<file path="src/rtl/w_rom_pkg.sv">
`default_nettype none
// ============================================================================
// Module   : w_rom_pkg
// Brief    : Shared W_ROM geometry constants and fetch FSM state type.
// Revision : 1.0
// ============================================================================
package w_rom_pkg;

    localparam int W_ROM_DATA_WIDTH   = 64;
    localparam int W_ROM_DATA_DEPTH   = 512;
    localparam int W_ROM_ADDR_WIDTH   = 9;
    localparam int W_ROM_READ_LATENCY = 1;

    typedef enum logic [1:0] {
        BURN  = 2'd0,
        IDLE  = 2'd1,
        FETCH = 2'd2,
        DRAIN = 2'd3
    } fetch_state_t;

endpackage
`default_nettype wire

</file>
<file path="src/rtl/w_fetch_buf.sv">
`default_nettype none
// ============================================================================
// Module   : w_fetch_buf
// Brief    : Small synchronous FIFO holding ROM words awaiting downstream accept.
// Revision : 1.0
// ============================================================================
module w_fetch_buf #(
    parameter int DATA_WIDTH = 64,
    parameter int BUF_DEPTH  = 2
) (
    input  logic                               clk,
    input  logic                               rst_b,
    input  logic                               push,
    input  logic [DATA_WIDTH-1:0]              push_data,
    input  logic                               pop,
    output logic                               empty,
    output logic [$clog2(BUF_DEPTH+1)-1:0]     count,
    output logic [DATA_WIDTH-1:0]              head
);

    localparam int PTR_W = (BUF_DEPTH > 1) ? $clog2(BUF_DEPTH) : 1;
    localparam int CNT_W = $clog2(BUF_DEPTH + 1);

    logic [DATA_WIDTH-1:0] mem_q [BUF_DEPTH];
    logic [DATA_WIDTH-1:0] mem_d [BUF_DEPTH];
    logic [PTR_W-1:0]      wr_ptr_q, wr_ptr_d;
    logic [PTR_W-1:0]      rd_ptr_q, rd_ptr_d;
    logic [CNT_W-1:0]      count_q, count_d;
    logic                  do_push;
    logic                  do_pop;

    // Pointers wrap explicitly so non-power-of-two depths work.
    function automatic logic [PTR_W-1:0] ptr_inc(input logic [PTR_W-1:0] p);
        if (p == PTR_W'(BUF_DEPTH - 1)) begin
            return '0;
        end
        return p + PTR_W'(1);
    endfunction

    always_comb begin
        do_pop   = pop && (count_q != '0);
        do_push  = push && ((count_q != CNT_W'(BUF_DEPTH)) || do_pop);
        mem_d    = mem_q;
        wr_ptr_d = wr_ptr_q;
        rd_ptr_d = rd_ptr_q;
        count_d  = count_q;
        if (do_push) begin
            mem_d[wr_ptr_q] = push_data;
            wr_ptr_d        = ptr_inc(wr_ptr_q);
        end
        if (do_pop) begin
            rd_ptr_d = ptr_inc(rd_ptr_q);
        end
        if (do_push && !do_pop) begin
            count_d = count_q + CNT_W'(1);
        end else if (!do_push && do_pop) begin
            count_d = count_q - CNT_W'(1);
        end
    end

    always_ff @(posedge clk or negedge rst_b) begin
        if (!rst_b) begin
            for (int i = 0; i < BUF_DEPTH; i++) begin
                mem_q[i] <= '0;
            end
            wr_ptr_q <= '0;
            rd_ptr_q <= '0;
            count_q  <= '0;
        end else begin
            mem_q    <= mem_d;
            wr_ptr_q <= wr_ptr_d;
            rd_ptr_q <= rd_ptr_d;
            count_q  <= count_d;
        end
    end

    assign empty = (count_q == '0);
    assign count = count_q;
    assign head  = mem_q[rd_ptr_q];

endmodule
`default_nettype wire

</file>
<file path="src/rtl/w_rom_fetch_ctrl.sv">
`default_nettype none
// ============================================================================
// Module   : w_rom_fetch_ctrl
// Brief    : W_ROM read master: burn-in handshake, then credit-paced burst fetch.
// Revision : 1.0
// ============================================================================
module w_rom_fetch_ctrl
    import w_rom_pkg::*;
#(
    parameter int DATA_WIDTH = W_ROM_DATA_WIDTH,
    parameter int DATA_DEPTH = W_ROM_DATA_DEPTH,
    parameter int ADDR_WIDTH = W_ROM_ADDR_WIDTH,
    parameter int BUF_DEPTH  = 2
) (
    input  logic                  clk,
    input  logic                  rst_b,
    input  logic                  start,
    input  logic [ADDR_WIDTH-1:0] base_addr,
    input  logic [ADDR_WIDTH:0]   length,
    output logic                  burn_in_en,
    input  logic                  burned,
    output logic                  r_en,
    output logic [ADDR_WIDTH-1:0] addr_in,
    input  logic [DATA_WIDTH-1:0] rom_data,
    output logic                  out_valid,
    output logic [DATA_WIDTH-1:0] out_data,
    input  logic                  out_ready,
    output logic                  busy,
    output logic                  done,
    output logic                  err
);

    localparam int CRED_W = $clog2(BUF_DEPTH + 1);
    localparam int REM_W  = ADDR_WIDTH + 1;
    localparam int LAT    = W_ROM_READ_LATENCY;

    fetch_state_t          state_q, state_d;
    logic [ADDR_WIDTH-1:0] cur_addr_q, cur_addr_d;
    logic [REM_W-1:0]      remaining_q, remaining_d;
    logic [CRED_W-1:0]     credits_q, credits_d;
    logic [LAT-1:0]        inflight_q, inflight_d;
    logic                  burn_in_en_q, burn_in_en_d;
    logic                  done_q, done_d;
    logic                  err_q, err_d;

    logic                  issue;
    logic                  pop;
    logic                  accept;
    logic                  cmd_zero;
    logic                  cmd_too_long;
    logic                  drain_done;
    logic                  buf_empty;
    logic [CRED_W-1:0]     buf_count;

    assign cmd_zero     = (length == '0);
    assign cmd_too_long = (length > REM_W'(DATA_DEPTH));
    assign pop          = !buf_empty && out_ready;

    // A word popped this cycle frees a slot, so it can fund a read issued
    // in the same cycle; this is what keeps 1 word/cycle with two entries.
    assign issue  = (state_q == FETCH) && (remaining_q != '0)
                 && ((credits_q != '0) || pop);
    assign accept = (state_q == IDLE) && start && !cmd_zero && !cmd_too_long;

    // Completion looks ahead one pop so done lands right after the last accept.
    assign drain_done = (inflight_q == '0)
                     && (buf_empty || ((buf_count == CRED_W'(1)) && pop));

    always_ff @(posedge clk or negedge rst_b) begin
        if (!rst_b) begin
            state_q <= BURN;
        end else begin
            state_q <= state_d;
        end
    end

    always_comb begin
        state_d = state_q;
        case (state_q)
            BURN:    if (burned)                                      state_d = IDLE;
            IDLE:    if (accept)                                      state_d = FETCH;
            FETCH:   if (issue && (remaining_q == REM_W'(1)))         state_d = DRAIN;
            DRAIN:   if (drain_done)                                  state_d = IDLE;
            default:                                                  state_d = BURN;
        endcase
    end

    always_comb begin
        burn_in_en_d = (state_q == BURN) && !burned;
        done_d       = ((state_q == IDLE) && start && cmd_zero)
                    || ((state_q == DRAIN) && drain_done);
        err_d        = (state_q == IDLE) && start && cmd_too_long;
    end

    always_comb begin
        cur_addr_d  = cur_addr_q;
        remaining_d = remaining_q;
        credits_d   = credits_q;
        inflight_d  = (inflight_q << 1) | LAT'(issue);
        if (accept) begin
            cur_addr_d  = base_addr;
            remaining_d = length;
        end else if (issue) begin
            cur_addr_d  = (cur_addr_q == ADDR_WIDTH'(DATA_DEPTH - 1))
                        ? '0 : cur_addr_q + ADDR_WIDTH'(1);
            remaining_d = remaining_q - REM_W'(1);
        end
        if (issue && !pop) begin
            credits_d = credits_q - CRED_W'(1);
        end else if (!issue && pop) begin
            credits_d = credits_q + CRED_W'(1);
        end
    end

    always_ff @(posedge clk or negedge rst_b) begin
        if (!rst_b) begin
            cur_addr_q   <= '0;
            remaining_q  <= '0;
            credits_q    <= CRED_W'(BUF_DEPTH);
            inflight_q   <= '0;
            burn_in_en_q <= 1'b0;
            done_q       <= 1'b0;
            err_q        <= 1'b0;
        end else begin
            cur_addr_q   <= cur_addr_d;
            remaining_q  <= remaining_d;
            credits_q    <= credits_d;
            inflight_q   <= inflight_d;
            burn_in_en_q <= burn_in_en_d;
            done_q       <= done_d;
            err_q        <= err_d;
        end
    end

    w_fetch_buf #(
        .DATA_WIDTH (DATA_WIDTH),
        .BUF_DEPTH  (BUF_DEPTH)
    ) u_buf (
        .clk       (clk),
        .rst_b     (rst_b),
        .push      (inflight_q[LAT-1]),
        .push_data (rom_data),
        .pop       (pop),
        .empty     (buf_empty),
        .count     (buf_count),
        .head      (out_data)
    );

    assign burn_in_en = burn_in_en_q;
    assign r_en       = !issue;
    assign addr_in    = cur_addr_q;
    assign out_valid  = !buf_empty;
    assign busy       = (state_q != IDLE);
    assign done       = done_q;
    assign err        = err_q;

endmodule
`default_nettype wire

</file>
<file path="config.mk">
export PLATFORM = sky130hd
export DESIGN_NAME = w_rom_fetch_ctrl
export DESIGN_NICKNAME = d
export VERILOG_FILES = /design/src/rtl/w_rom_pkg.sv /design/src/rtl/w_fetch_buf.sv /design/src/rtl/w_rom_fetch_ctrl.sv
export SDC_FILE = /design/constraint.sdc
export NUM_CORES = 1
export LEC_CHECK = 0
export BUFFER_PORTS_ARGS = -buffer_cell sky130_fd_sc_hd__buf_2
export CORE_ASPECT_RATIO = 0.9
export CORE_MARGIN = 1.5
export CORE_UTILIZATION = 54
export CTS_CLUSTER_DIAMETER = 50
export DETAILED_ROUTE_END_ITERATION = 10
export PLACE_DENSITY = 0.9
export SYNTH_ARGS = -nofsm -noshare
export SYNTH_HDL_FRONTEND = slang
export SYNTH_SLANG_ARGS = --single-unit
</file>
<file path="constraint.sdc">
create_clock -name clk -period 2.9 [get_ports clk]
set_input_delay 0.145 -clock clk [delete_from_list [all_inputs] [get_ports clk]]
set_output_delay 0.145 -clock clk [all_outputs]
set_load 0.01 [all_outputs]
</file>
# == Word-level counts from Yosys, hierarchy flattened ==
# Cells that the tools add are included.
# totals
latchBits,0
output_inout_bits,79
mem_bits_rw,0
register_bits,159
romBits,0
n_memories,0
in_bits,88
# classes
eq_ne,12
reduce_logical,42
div_mod_pow,0
multipliers,0
muxes,28
bitwise,3
addsub,8
order_cmp,4
shifts,0
# ops
cell,count
$mux W64,4
$bwmux W128,1
$demux W64 S1,1
$mux W9,3
$logic_and A1 B1 Y1,20
$mux W10,2
$mux W2,8
$eq A10 B1 Y1 const B,1
$gt A10 B10 Y1 const B,1
$logic_not A10 Y1,1
$reduce_bool A10 Y1,1
$reduce_bool A2 Y1,5
$sub A10 B1 Y10 const B,1
$add A9 B1 Y9 const B,1
$eq A9 B9 Y1 const B,1
$logic_not A1 Y1,8
$mux W1,8
$ne A2 B2 Y1 const B,4
$pmux W2 S4,1
$add A2 B1 Y2 const B,2
$eq A2 B1 Y1 const B,2
$eq A2 B2 Y1 const B,2
$ge A2 B2 Y1 const B,2
$logic_not A2 Y1,2
8 further kinds,15

# == Logic depth before layout (Yosys ltp) ==
# depth
depth_word,10
ltp_mapped,10
mapped_depth_nobuf,9

# == Hierarchy ==
# From an unflattened synthesis, not the netlist that was laid out.
# unflattened
cells_unflattened,548
hier_area_um2,7751.2
# by_module_without_submodules
mod,area_each_um2,n_inst,cells_per_inst,seq_area_each_um2
w_fetch_buf,6023.3,1,358,3303.2
w_rom_fetch_ctrl,1727.9,1,190,676.9

# == Worst setup path after synthesis ==
# No wires, ideal clock.
# synth_timing
path_kind,reg2reg
start,register cur_addr_q[0] (netlist: addr_in[0])
end,register cur_addr_q[6] (netlist: addr_in[6])
n_path_buf,0
arrival_time_ns,2.515
required_time_ns,2.818
setup_slack_ns,0.303
path_stages_with_launch,9
path_cell_list,dfrtp_1 ha_1 and3_1 and3_1 and3_1 ha_1 or3_1 or3b_2 a31oi_1
# synth_via
elab_chain_len,4
elab_cells_between_ends,5
# synth_lines
item,line_no,source
start: declaration,w_rom_fetch_ctrl.sv:38,"logic [ADDR_WIDTH-1:0] cur_addr_q, cur_addr_d;"
start signal: assignment,w_rom_fetch_ctrl.sv:125,cur_addr_q <= cur_addr_d;
$add A9 B1 Y9 or $eq A9 B9 Y1 (tied branches),"w_rom_fetch_ctrl.sv:105, w_rom_fetch_ctrl.sv:104",
$mux W9 (*),w_rom_fetch_ctrl.sv:105,? '0 : cur_addr_q + ADDR_WIDTH'(1);
$mux W9 (*),w_rom_fetch_ctrl.sv:103,end else if (issue) begin
$mux W9 (*),w_rom_fetch_ctrl.sv:100,if (accept) begin
# Mark *: on every way between the ends. The rest lies on a longest branch, timed or not. The select of a mux whose other input is x is not followed.
# A chain may end at the register's enable or synchronous reset.

# == Worst setup path after layout ==
# Same ends and word-level chain as after synthesis.

==> results.md <==
- The path category of the worst min-delay check is in -> reg.
- Of the total synthesized cell area, the portion taken by AND, OR, NAND and NOR gates is 0.05456.
- The estimated wirelength of the detail-placed design is 10410 µm.
- Across every metal layer, demand over resource in global routing totals 0.2639.
- Of the total synthesized cell area, the portion taken by full adders, half adders and majority gates is 0.02203.
- The first detailed-routing pass took 4 iterations.
- The layout net count is between 800 and 900.
- The internal power of the cells totals about 7000 µW.
- The die height is about 110 µm.
- Clock tree synthesis found a total of around 160 sinks.
- The die area is around 14000 µm².
- The flow ran to the end, and the final reports show no timing, DRC or antenna violations.
- Setup repair after global routing left no endpoint under its margin.
- The post-CTS setup buffer count is 0.
- The number of cell rows is 40.
- Of the total power, the share spent switching nets is 0.3353.
- The die width is 126.3 µm.
- At the worst endpoint, the required time is between 3 and 4 ns.
- In this run the count of I/O pins placed on the die edge is around 170.
- The total congestion overflow after global routing is 0.
- The number of pins with negative max-slew slack in the final report came to 0.
- The placed instances occupy a cell area of 8424 µm².
- Dividing the synthesized area by the synthesized cell count gives 13.62 µm².
- Among all flip-flop cells after synthesis, the most frequent one is dfrtp_1.
- The clock reaches the later pin of the worst-skew pair after between 0.4 and 0.5 ns.
- The share of the synthesized area in compound gates (AO/OA/AOI/OAI) came to 0.04338.
- The reported max-cap violation count is 0.
- Counting flops with a built-in enable in the synthesized netlist gives 0.
- The power density normalized to cell area is roughly 1100 nW/µm².
- The share of total power dissipated in combinational logic is 0.406.
- For this block, the via count after detailed routing is about 5400.
- The combinational family with the most area after synthesis is multiplexers.
- Of the total synthesized cell area, the portion taken by XOR and XNOR cells is 0.01660.
- For this design the total switching power over the nets is 3500 µW.
- The final sum of negative setup slack is 0 ns.
- The post-route antenna net violation count is 0.
- The library cell used as clock root buffer is clkbuf_16.
- For the pin with the worst max-slew slack, the measured transition is around 0.80 ns.
- The number of warnings reported in the yosys synthesis log is 0.
- In this run the worst path has a maximum fanout of 8.
- After the first detailed-routing iteration, the DRC count stood at 314.
- The initial antenna violation count came to 0.
- The worst setup path is launched from a flop.
- The via count of the first global-routing pass was just under 6000.
- Buffers inserted during clock tree synthesis total 17.
- The initial utilization of the core area, before any placement, comes to 0.5526.
- The average via count per standard cell is 5.610.
- At the end of routability-driven placement, the weighted congestion stood at ~0.92.
- In this run the tightest slew margin relative to its limit is 0.4690.
- The fraction of power consumed by the clock network is 0.220.
- After clock tree synthesis, the clock-pin slew on the worst setup and hold paths is 0.06 ns.
- The pin count of the biggest net entering global routing is 86.
- The arrival time reported for the critical path endpoint is just over 3 ns.
- The final hold violation count is 0.
- Of the cells placed in the final design, the portion with a size suffix greater than 1 is 0.5181.
- The maximum root-to-sink buffer count is 2.
- The growth of design area from synthesis to finish is 33.23%.
- The number of different library cells used by synthesis comes to 50.
- Synthesis produced a netlist with a net count of 643.
- The repair_antennas step left the layout with diodes totalling 0.
- Of the available clock period, the critical path in the final layout requires 0.9577.
- The share of total power in sequential cells is 0.374.
- After technology mapping, the gate count stands at 542.
- The clock arrives with 0.007518 ns of skew.
- The portion of netlist area occupied by mux cells is 0.2974.
- The leakage power is around 0.0047 µW.
- The highest achievable clock rate is about 360 MHz.
- The wire length after detailed routing is between 15000 and 20000 µm.
- The depth of the CTS H-tree is 4.
- STA classifies the critical path endpoint as a flop.
- The cell area that synthesis handed to floorplanning was roughly 7400 µm².
- The number of design rule violations left after detail routing is 0.
- The final period demand of the worst path is 2.777 ns.
- TritonCTS built the clock tree.
- The count of endpoints failing setup in the final report is 0.
- The start-to-end type of the worst setup path is reg -> reg.
- The first global-routing pass estimated roughly 30000 µm of wire.
- The worst-case IR drop observed on VDD is 0.7018 mV.
- The post-route cell area is approximately 10000 µm².
- The total area inside the core boundary comes to 13360 µm².
- For this run, asynchronously set or reset flops after synthesis account for 1.000.
- The average detailed-routed wire length per instance is between 15 and 20 µm.
- The number of buffers inserted by port buffering is roughly 170.
- The overall power after layout is between 10000 and 15000 µW.
- The flip-flop and latch count after synthesis is between 150 and 200.
- The portion of the post-synthesis area used by sequential elements is 0.5390.
- The final hold slack is around 0.017 ns.
[state kept, by name (all words and copies together) (netlist names)]
name	count
burn_in_en	1
inflight_q	1
state_q	2
done	1
addr_in	9
u_buf.rd_ptr_q	1
u_buf.wr_ptr_q	1
credits_q	2
u_buf.count	2
err	1
remaining_q	10
u_buf.mem_q	128
[layout by cell type (no fill, tap or decap), types with 6 or more instances in the layout]
cell type      netlist  routed
buf_4                6       7
dlygate4sd3_1        0      80
mux2_2             194     194
clkbuf_16            0      17
a21oi_1             10      10
nand2_1             11      10
nand3_1              6       6
xnor2_1             10      10
inv_1               12      12
dfrtp_1            158     157
buf_2                9     165
nor2_1              21      21
ha_1                13      12
o21ai_0             10      10
a31oi_1              6       6
[Yosys cell counts (2+ instances only)]
master / n / area share
clkbuf_1: 9 / 0.0046
buf_6: 2 / 0.0030
o21ai_0: 10 / 0.0068
o31ai_1: 3 / 0.0030
o311ai_0: 3 / 0.0036
nand2_1: 11 / 0.0056
and3_1: 5 / 0.0042
or4_4: 2 / 0.0030
nor3_1: 5 / 0.0034
nand3_1: 6 / 0.0041
or4_1: 2 / 0.0020
o21a_1: 4 / 0.0041
buf_2: 9 / 0.0061
mux2_2: 194 / 0.30
ha_1: 13 / 0.022
buf_4: 6 / 0.0061
nor4_1: 3 / 0.0025
or3_1: 4 / 0.0034
xor2_1: 4 / 0.0047
or2_2: 3 / 0.0025
nor2b_1: 3 / 0.0025
xnor2_1: 10 / 0.012
dfrtp_1: 158 / 0.54
nor2_1: 21 / 0.011
a31oi_1: 6 / 0.0051
nor4b_1: 2 / 0.0024
a21oi_1: 10 / 0.0068
inv_1: 12 / 0.0061
[power by group through the flow]
stage	Combinational, µW	Sequential (µW)	Clock [µW]
5_1_grt	4570	4010	2450
3_3_place_gp	3880	3750	0
4_1_cts	4180	3850	2330
6_report	4240	3900	2300
3_5_place_dp	4040	3870	0
2_1_floorplan	2820	3700	0
[critical path: stages, from the launching register on]
cell,delay [ns]
dfrtp_1,0.44
ha_1,0.27
and3_1,0.22
and3_1,0.21
and3_1,0.19
ha_2,0.22
or3_4,0.44
or3b_2,0.48
a31oi_1,0.21
[area by class of cell]
class / instances / area [µm²]
Sequential cell: 159 / 3981
Tap cell: 168 / 210.2
Multi-Input combinational cell: 343 / 3222
Fill cell: 825 / 3525
Inverter: 13 / 48.80
Clock inverter: 9 / 131.4
Timing Repair Buffer: 257 / 1770
Clock buffer: 22 / 474.2
[stage by stage]
step | setup slack [ns] | std cells | utilization
finish | 0.1227 | 971 | 0.7362
floorplan | 0.3032 | 542 | -
global placement | 0.2489 | 860 | 0.6304
CTS | 0.04074 | 971 | 0.7357
detailed placement | 0.03575 | 860 | 0.6304
global route | 0.06475 | 971 | 0.7362
[kinds of logic (layout without fill, tap and decap cells)]
kind of cell | after synthesis | in the layout
AOI/OAI and AO/OA | 48 | 48
xor gates and xnor gates | 14 | 14
adders and majority gates | 13 | 13
buffers and inverters | 40 | 301
DFF | 159 | 159
muxes | 195 | 195
and+or+nand+nor | 73 | 73
[metal layers]
layer	part of all wire	track usage
met5	0	0
met4	0.030	0.1149
met3	0.059	0.06707
met2	0.53	0.4802
met1	0.39	0.2951
[worst paths after layout]
kind | from | to | slack [ns] | cells past startpoint
max in group asynchronous | rst_b | u_buf.mem_q[77] | 1.73 | 3
min reg2reg | u_buf.mem_q[42] | u_buf.mem_q[42] | 0.50 | 1
min | length[1] | remaining_q[1] | 0.02 | 2
max reg2reg | addr_in[0] | addr_in[6] | 0.12 | 8
min in group asynchronous | rst_b | u_buf.mem_q[69] | 0.35 | 2
max | addr_in[0] | addr_in[6] | 0.12 | 8
[repair_timing]
item	in CTS	in global routing
endpoints found under the setup margin	0	1
gates resized for setup	0	2
hold buffers	80	0
endpoints found under the hold margin	224	0
Note: power is estimated with default switching activity, not from simulation.
